## src/rtl/alu_ctrl_pkg.sv

```systemverilog
// Shared constants for the ID->EX ALU control stage: ALU codes, MIPS opcode/funct
// values and the stage occupancy state.
package alu_ctrl_pkg;

    localparam logic [3:0] ALU_AND = 4'b0000;
    localparam logic [3:0] ALU_OR  = 4'b0001;
    localparam logic [3:0] ALU_ADD = 4'b0010;
    localparam logic [3:0] ALU_SUB = 4'b0110;
    localparam logic [3:0] ALU_SLT = 4'b0111;

    localparam logic [5:0] OP_RTYPE = 6'h00;
    localparam logic [5:0] OP_BEQ   = 6'h04;
    localparam logic [5:0] OP_ADDI  = 6'h08;
    localparam logic [5:0] OP_SLTI  = 6'h0A;
    localparam logic [5:0] OP_ANDI  = 6'h0C;
    localparam logic [5:0] OP_ORI   = 6'h0D;
    localparam logic [5:0] OP_LW    = 6'h23;
    localparam logic [5:0] OP_SW    = 6'h2B;

    localparam logic [5:0] FN_ADD = 6'h20;
    localparam logic [5:0] FN_SUB = 6'h22;
    localparam logic [5:0] FN_AND = 6'h24;
    localparam logic [5:0] FN_OR  = 6'h25;
    localparam logic [5:0] FN_SLT = 6'h2A;

    typedef enum logic {
        EMPTY = 1'b0,
        FULL  = 1'b1
    } state_t;

endpackage

```

## src/rtl/alu_ctrl_if.sv

```systemverilog
// ID->EX handshake bundle: the ID-side master presents instructions, the stage
// (slave) returns the registered ALU operands and control.
interface alu_ctrl_if #(
    parameter int DATA_W = 32,
    parameter int OPC_W  = 6
);
    logic              in_valid;
    logic              in_ready;
    logic [OPC_W-1:0]  opcode;
    logic [OPC_W-1:0]  funct;
    logic [DATA_W-1:0] rs_data;
    logic [DATA_W-1:0] rt_data;
    logic [15:0]       imm16;
    logic              flush;
    logic              out_valid;
    logic              out_ready;
    logic [3:0]        alu_control;
    logic [DATA_W-1:0] alu_in1;
    logic [DATA_W-1:0] alu_in2;
    logic              illegal;

    modport master (
        output in_valid, opcode, funct, rs_data, rt_data, imm16, flush, out_ready,
        input  in_ready, out_valid, alu_control, alu_in1, alu_in2, illegal
    );

    modport slave (
        input  in_valid, opcode, funct, rs_data, rt_data, imm16, flush, out_ready,
        output in_ready, out_valid, alu_control, alu_in1, alu_in2, illegal
    );
endinterface

```

## src/rtl/alu_ctrl_decode.sv

```systemverilog
// Combinational MIPS opcode/funct decode to ALUControl plus second-operand select.
// Undecodable instructions yield AND with a zero operand and raise illegal.
module alu_ctrl_decode
    import alu_ctrl_pkg::*;
#(
    parameter int DATA_W = 32,
    parameter int OPC_W  = 6
) (
    input  logic [OPC_W-1:0]  i_opcode,
    input  logic [OPC_W-1:0]  i_funct,
    input  logic [15:0]       i_imm16,
    input  logic [DATA_W-1:0] i_rt_data,
    output logic [3:0]        o_alu_control,
    output logic [DATA_W-1:0] o_alu_in2,
    output logic              o_illegal
);

    logic [DATA_W-1:0] w_imm_sext;
    logic [DATA_W-1:0] w_imm_zext;

    assign w_imm_sext = {{(DATA_W-16){i_imm16[15]}}, i_imm16};
    assign w_imm_zext = {{(DATA_W-16){1'b0}}, i_imm16};

    always_comb begin
        o_alu_control = ALU_AND;
        o_alu_in2     = '0;
        o_illegal     = 1'b0;
        case (i_opcode)
            OPC_W'(OP_RTYPE): begin
                o_alu_in2 = i_rt_data;
                case (i_funct)
                    OPC_W'(FN_ADD): o_alu_control = ALU_ADD;
                    OPC_W'(FN_SUB): o_alu_control = ALU_SUB;
                    OPC_W'(FN_AND): o_alu_control = ALU_AND;
                    OPC_W'(FN_OR):  o_alu_control = ALU_OR;
                    OPC_W'(FN_SLT): o_alu_control = ALU_SLT;
                    default: begin
                        o_alu_in2 = '0;
                        o_illegal = 1'b1;
                    end
                endcase
            end
            OPC_W'(OP_LW), OPC_W'(OP_SW), OPC_W'(OP_ADDI): begin
                o_alu_control = ALU_ADD;
                o_alu_in2     = w_imm_sext;
            end
            OPC_W'(OP_SLTI): begin
                o_alu_control = ALU_SLT;
                o_alu_in2     = w_imm_sext;
            end
            OPC_W'(OP_ANDI): begin
                o_alu_control = ALU_AND;
                o_alu_in2     = w_imm_zext;
            end
            OPC_W'(OP_ORI): begin
                o_alu_control = ALU_OR;
                o_alu_in2     = w_imm_zext;
            end
            OPC_W'(OP_BEQ): begin
                o_alu_control = ALU_SUB;
                o_alu_in2     = i_rt_data;
            end
            default: o_illegal = 1'b1;
        endcase
    end

endmodule

```

## src/rtl/alu_ctrl_stage.sv

```systemverilog
// ID->EX pipeline register driving the ALU, with valid/ready, stall and flush.
// Optional macro ALU_CTRL_ILLEGAL_CNT_EN adds a saturating illegal-instruction counter.
//
// state | meaning
// EMPTY | no operation presented to the ALU (out_valid=0)
// FULL  | operation held for the EX stage (out_valid=1)
module alu_ctrl_stage
    import alu_ctrl_pkg::*;
#(
    parameter int DATA_W = 32,
    parameter int OPC_W  = 6
) (
    input  logic        clk,
    input  logic        rst,
    alu_ctrl_if.slave   bus
`ifdef ALU_CTRL_ILLEGAL_CNT_EN
    ,
    output logic [15:0] o_illegal_cnt
`endif
);

    state_t            r_state;
    logic [3:0]        r_alu_control;
    logic [DATA_W-1:0] r_alu_in1;
    logic [DATA_W-1:0] r_alu_in2;
    logic              r_illegal;

    logic              w_in_ready;
    logic              w_transfer;
    logic [3:0]        w_dec_control;
    logic [DATA_W-1:0] w_dec_in2;
    logic              w_dec_illegal;

    alu_ctrl_decode #(
        .DATA_W (DATA_W),
        .OPC_W  (OPC_W)
    ) u_decode (
        .i_opcode      (bus.opcode),
        .i_funct       (bus.funct),
        .i_imm16       (bus.imm16),
        .i_rt_data     (bus.rt_data),
        .o_alu_control (w_dec_control),
        .o_alu_in2     (w_dec_in2),
        .o_illegal     (w_dec_illegal)
    );

    assign w_in_ready = (r_state == EMPTY) || bus.out_ready;
    assign w_transfer = bus.in_valid && w_in_ready;

    assign bus.in_ready    = w_in_ready;
    assign bus.out_valid   = (r_state == FULL);
    assign bus.alu_control = r_alu_control;
    assign bus.alu_in1     = r_alu_in1;
    assign bus.alu_in2     = r_alu_in2;
    assign bus.illegal     = r_illegal;

    // Flush wins over everything; data registers keep their last value on drain/flush.
    always_ff @(posedge clk or posedge rst) begin
        if (rst) begin
            r_state       <= EMPTY;
            r_alu_control <= ALU_AND;
            r_alu_in1     <= '0;
            r_alu_in2     <= '0;
            r_illegal     <= 1'b0;
        end else if (bus.flush) begin
            r_state   <= EMPTY;
            r_illegal <= 1'b0;
        end else begin
            case (r_state)
                EMPTY: begin
                    if (w_transfer) begin
                        r_state       <= FULL;
                        r_alu_control <= w_dec_control;
                        r_alu_in1     <= bus.rs_data;
                        r_alu_in2     <= w_dec_in2;
                        r_illegal     <= w_dec_illegal;
                    end
                end
                FULL: begin
                    if (w_transfer) begin
                        r_alu_control <= w_dec_control;
                        r_alu_in1     <= bus.rs_data;
                        r_alu_in2     <= w_dec_in2;
                        r_illegal     <= w_dec_illegal;
                    end else if (bus.out_ready) begin
                        r_state <= EMPTY;
                    end
                end
                default: r_state <= EMPTY;
            endcase
        end
    end

`ifdef ALU_CTRL_ILLEGAL_CNT_EN
    logic [15:0] r_illegal_cnt;

    always_ff @(posedge clk or posedge rst) begin
        if (rst) begin
            r_illegal_cnt <= '0;
        end else if (w_transfer && w_dec_illegal && !bus.flush && (r_illegal_cnt != 16'hFFFF)) begin
            r_illegal_cnt <= r_illegal_cnt + 16'd1;
        end
    end

    assign o_illegal_cnt = r_illegal_cnt;
`endif

endmodule

```

## src/flat_wrapper.sv

```systemverilog
// flat-port wrapper written by rule: the top's interface ports become plain ports
module alu_ctrl_stage_flat import alu_ctrl_pkg::*;
#(
    parameter int DATA_W = 32,
    parameter int OPC_W  = 6
)
  (clk, rst, bus_in_valid, bus_opcode, bus_funct, bus_rs_data, bus_rt_data, bus_imm16, bus_flush, bus_out_ready, bus_in_ready, bus_out_valid, bus_alu_control, bus_alu_in1, bus_alu_in2, bus_illegal);
  alu_ctrl_if #(.DATA_W(DATA_W), .OPC_W(OPC_W)) bus_i ();
  input  logic clk;
  input  logic rst;
  input wire logic [$bits(bus_i.in_valid)-1:0] bus_in_valid;
  input wire logic [$bits(bus_i.opcode)-1:0] bus_opcode;
  input wire logic [$bits(bus_i.funct)-1:0] bus_funct;
  input wire logic [$bits(bus_i.rs_data)-1:0] bus_rs_data;
  input wire logic [$bits(bus_i.rt_data)-1:0] bus_rt_data;
  input wire logic [$bits(bus_i.imm16)-1:0] bus_imm16;
  input wire logic [$bits(bus_i.flush)-1:0] bus_flush;
  input wire logic [$bits(bus_i.out_ready)-1:0] bus_out_ready;
  output wire logic [$bits(bus_i.in_ready)-1:0] bus_in_ready;
  output wire logic [$bits(bus_i.out_valid)-1:0] bus_out_valid;
  output wire logic [$bits(bus_i.alu_control)-1:0] bus_alu_control;
  output wire logic [$bits(bus_i.alu_in1)-1:0] bus_alu_in1;
  output wire logic [$bits(bus_i.alu_in2)-1:0] bus_alu_in2;
  output wire logic [$bits(bus_i.illegal)-1:0] bus_illegal;
  assign bus_i.in_valid = bus_in_valid;
  assign bus_i.opcode = bus_opcode;
  assign bus_i.funct = bus_funct;
  assign bus_i.rs_data = bus_rs_data;
  assign bus_i.rt_data = bus_rt_data;
  assign bus_i.imm16 = bus_imm16;
  assign bus_i.flush = bus_flush;
  assign bus_i.out_ready = bus_out_ready;
  assign bus_in_ready = bus_i.in_ready;
  assign bus_out_valid = bus_i.out_valid;
  assign bus_alu_control = bus_i.alu_control;
  assign bus_alu_in1 = bus_i.alu_in1;
  assign bus_alu_in2 = bus_i.alu_in2;
  assign bus_illegal = bus_i.illegal;
  alu_ctrl_stage #(.DATA_W(DATA_W), .OPC_W(OPC_W)) u_core (.clk(clk), .rst(rst), .bus(bus_i));
endmodule
```

## config.mk

```make
export PLATFORM = sky130hd
export DESIGN_NAME = alu_ctrl_stage_flat
export DESIGN_NICKNAME = d
export VERILOG_FILES = /design/src/rtl/alu_ctrl_pkg.sv /design/src/rtl/alu_ctrl_if.sv /design/src/rtl/alu_ctrl_decode.sv /design/src/rtl/alu_ctrl_stage.sv /design/src/flat_wrapper.sv
export SDC_FILE = /design/constraint.sdc
export NUM_CORES = 1
export LEC_CHECK = 0
export BUFFER_PORTS_ARGS = -buffer_cell sky130_fd_sc_hd__buf_2
export CORE_MARGIN = 1
export CORE_UTILIZATION = 46
export CTS_BUF_LIST = sky130_fd_sc_hd__clkbuf_4 sky130_fd_sc_hd__clkbuf_8 sky130_fd_sc_hd__clkbuf_16
export CTS_CLUSTER_DIAMETER = 50
export DETAILED_ROUTE_END_ITERATION = 12
export PLACE_DENSITY_LB_ADDON = 0.12
export RECOVER_POWER = 25
export REMOVE_ABC_BUFFERS = 1
export SKIP_LAST_GASP = 1
export SYNTH_ARGS = -nofsm -noshare
export SYNTH_HDL_FRONTEND = slang
export SYNTH_SLANG_ARGS = --single-unit
```

## constraint.sdc

```tcl
create_clock -name clk -period 2.75 [get_ports clk]
set_input_delay 0.275 -clock clk [delete_from_list [all_inputs] [get_ports clk]]
set_output_delay 0.275 -clock clk [all_outputs]
set_load 0.05 [all_outputs]
```

==> metrics.txt <==
Die Footprint ~0.0075 mm2; mean post-synth cell area between 10 and 15 um2; clk buf depth 2; I/O Pins 168; Clock Sinks a little under 70; Detailed Place HPWL around 5600 um; area grow syn2layout 31.01%; worst hold-check path type in2reg; post-layout util approximately 63%; # setup viols final 0; adder-cell area share of the yosys netlist 0%; core box area 0.006832 mm2; Num CTS Buffers 9; Placed Instances approximately 530; CP max stage cell or3_1; FILL cells 625; post-synthesis mux area share 11.59%; Crit. End Element flip-flop; layout cells sized above 1 about 52%; Final Hold Vio Count 0; reg2reg setup slack roughly 0.94 ns; ys async rst share 100.0%; Hold Path Stages 2; gpl congestion 0.8260; final wirelength between 8000 and 9000 um; Post-Synth Simple-Gate Area between 10% and 20%; Die Wd 86.45 um; post-route ant nets 0; highest clock rate ~0.55 GHz; number of post-CTS setup repair buffers 0; final cell count without fillers about 550; GRT Overall Usage a little under a quarter; drt drc 0; CTS tree built; cell area after layout 0.004298 mm2; vias in the first global route approximately 2700; Critical Path Max Stage Delay ~0.7 ns; MaxCap Viol Count 0; largest family of logic cells by synthesized area compound AO/OA/AOI/OAI gates; synth unique cells 42; Lkg Pwr ~2.1 nW; total number of vias ~2800; largest net degree at the start of global routing 101; Max Slew Vio Count 0; R2R Path Start u_core.bus.out_valid; hold wc startpoint bus_flush; critical path cell sequence nand2b_1 > nand3b_1 > or3_1 > a22oi_1; Pwr Density roughly 630 mW/mm2; initial antenna violation count 0; fin crit share around two thirds; Cells after Synth ~290; R2R Path End u_core.bus.alu_in2[10]; Placed Area between 0.004 and 0.005 mm2; CP max FO 16; I/O Buffers between 150 and 200; synth warn 0; EDFF count, synth 0; vias per cell around 5.2; post-cts sizing count 0; DRT iter0 DRCs between 100 and 150; Least-Margin Pin Slew between 1 and 1.5 ns; Max Clock Skew 0.002923 ns; Synth Area in Compound Gates a little under a fifth; Hold Crit Endpoint u_core.bus.out_valid; Initial Utilization ~48%; H-tree level count 3; total of flip-flops plus latches after synthesis 69; Peak supply drop between 0.2 and 0.3 mV; post-DR wirelength/cell about 15 um; total gr overflow 0; RSZ-0062 raised after global routing false; CTS Hold Buffers Added 0; Root Driver clkbuf_8; Clock transition at path regs 0.08 ns; CP Launch Type flip-flop; worst skew pair latency ~0.34 ns; Max-slew headroom about 25%; height of the die between 80 and 90 um; first-pass GRT wire length roughly 13000 um; ANT cells 0; critical path type reg2reg; Req. time, crit path 3.01 ns; row cnt 30; status complete, no violations; Synth Flop Type dfrtp_1; DRT Pass-1 Iters 4; Post-Synth XOR/XNOR Area 0%; Nets around 540; area of the mapped netlist 0.003281 mm2; Seq/Total Area, Yosys between 50% and 60%; arrival time at the worst endpoint just over 2 ns; Final min period between 1.5 and 2 ns; worst reg2reg path depth 4
## flip-flops by register name, summed over array words and instances (netlist names)
signal                  cells
u_core.bus.alu_control      3
u_core.bus.alu_in1         32
u_core.bus.alu_in2         32
u_core.bus.illegal          1
u_core.bus.out_valid        1
## worst max path at each step
stage,startpoint,to,slack [ns],cells past startpoint
after floorplan,u_core.bus.out_valid,u_core.bus.alu_in2[10],-1.47,4
after global placement,bus_opcode[2],u_core.bus.alu_in2[11],0.76,5
after detailed placement,bus_opcode[2],u_core.bus.alu_in2[14],0.68,5
after CTS,u_core.bus.out_valid,u_core.bus.alu_in2[14],0.97,4
after global routing,u_core.bus.out_valid,u_core.bus.alu_in2[10],0.81,4
final,u_core.bus.out_valid,u_core.bus.alu_in2[10],0.94,4
## where the power goes
group / switching, mW / internal, mW
Clock: 0.405 / 0.423
Sequential: 0.0409 / 1.11
Combinational: 0.530 / 0.212
## final cells by class
cell class	instances	area (um2)	area share, %
Tap cell	96	120.1	2.795
Clock inverter	7	73.82	1.718
Timing Repair Buffer	172	880.8	20.49
Clock buffer	9	123.9	2.882
Sequential cell	69	1727	40.17
Multi-Input combinational cell	192	1361	31.67
Inverter	3	11.26	0.2620
## cells in the mapped netlist (2+ instances only)
| cell type | number | area (um2) |
|---|---|---|
| a22oi_2 | 10 | 125.1 |
| nand3_1 | 17 | 85.08 |
| a31oi_1 | 18 | 112.6 |
| nand3b_1 | 2 | 15.01 |
| clkbuf_1 | 5 | 18.77 |
| buf_4 | 4 | 30.03 |
| buf_6 | 5 | 56.30 |
| nor2b_1 | 2 | 12.51 |
| nor2_1 | 4 | 15.01 |
| nand2b_1 | 3 | 18.77 |
| a31o_2 | 2 | 17.52 |
| mux2_2 | 32 | 360.4 |
| o21ai_0 | 17 | 85.08 |
| o21ai_1 | 2 | 10.01 |
| and3_1 | 2 | 12.51 |
| inv_1 | 3 | 11.26 |
| a21oi_1 | 3 | 15.01 |
| mux2i_1 | 2 | 20.02 |
| a22oi_1 | 22 | 165.2 |
| dfrtp_1 | 69 | 1727 |
| nor3_1 | 2 | 10.01 |
| nand2_1 | 35 | 131.4 |
| buf_2 | 8 | 40.04 |
## worst max-delay path, delay by kind of cell (launching register included)
kind	cells	cell delay, ns
AO/OA/AOI/OAI	1	0.30
flip-flops	1	0.38
AND/OR/NAND/NOR	3	1.05
## layout by cell type (no fill, tap or decap), types with 2 or more instances in the layout
master,count
nor2_1,4
mux2i_1,2
nand3_1,17
a31o_2,2
nor3_1,2
a21oi_1,3
and3_1,2
nor2b_1,2
nand2_1,35
clkbuf_1,2
a22oi_2,10
dfrtp_1,69
clkinv_2,2
inv_6,2
mux2_2,32
nand2b_1,4
inv_1,3
a31oi_1,18
clkbuf_8,9
buf_2,166
o21ai_1,2
buf_4,3
a22oi_1,22
o21ai_0,17
nand3b_1,2
## metrics by stage
| step | hold WS, ns | setup slack (ns) | power, mW | TNS (ns) |
|---|---|---|---|---|
| CTS | 0.007521 | 0.9678 | 2.753 | 0 |
| detailed placement | 0.3919 | 0.6795 | 1.924 | 0 |
| global route | 0.1179 | 0.8064 | 2.842 | 0 |
| floorplan | 0.3381 | -1.471 | 1.699 | -64.53 |
| finish | 0.1182 | 0.9373 | 2.721 | 0 |
| global placement | 0.3951 | 0.7621 | 1.908 | 0 |
## kinds of logic (layout without fill, tap and decap cells)
group / after synthesis / count (layout)
and+or+nand+nor: 76 / 76
other: 1 / 1
buffers and inverters: 27 / 191
DFF: 69 / 69
AOI/OAI and AO/OA: 81 / 81
muxes: 34 / 34
## layer usage
layer	GRT usage (%)	share of wire (%)	vias to the layer above
li1	-	-	1373
met1	28.99	43	1343
met2	36.36	47	116
met3	5.619	7.4	15
met4	9.545	1.8	0
met5	0	0	-
Power figures use the tool's default switching activity.
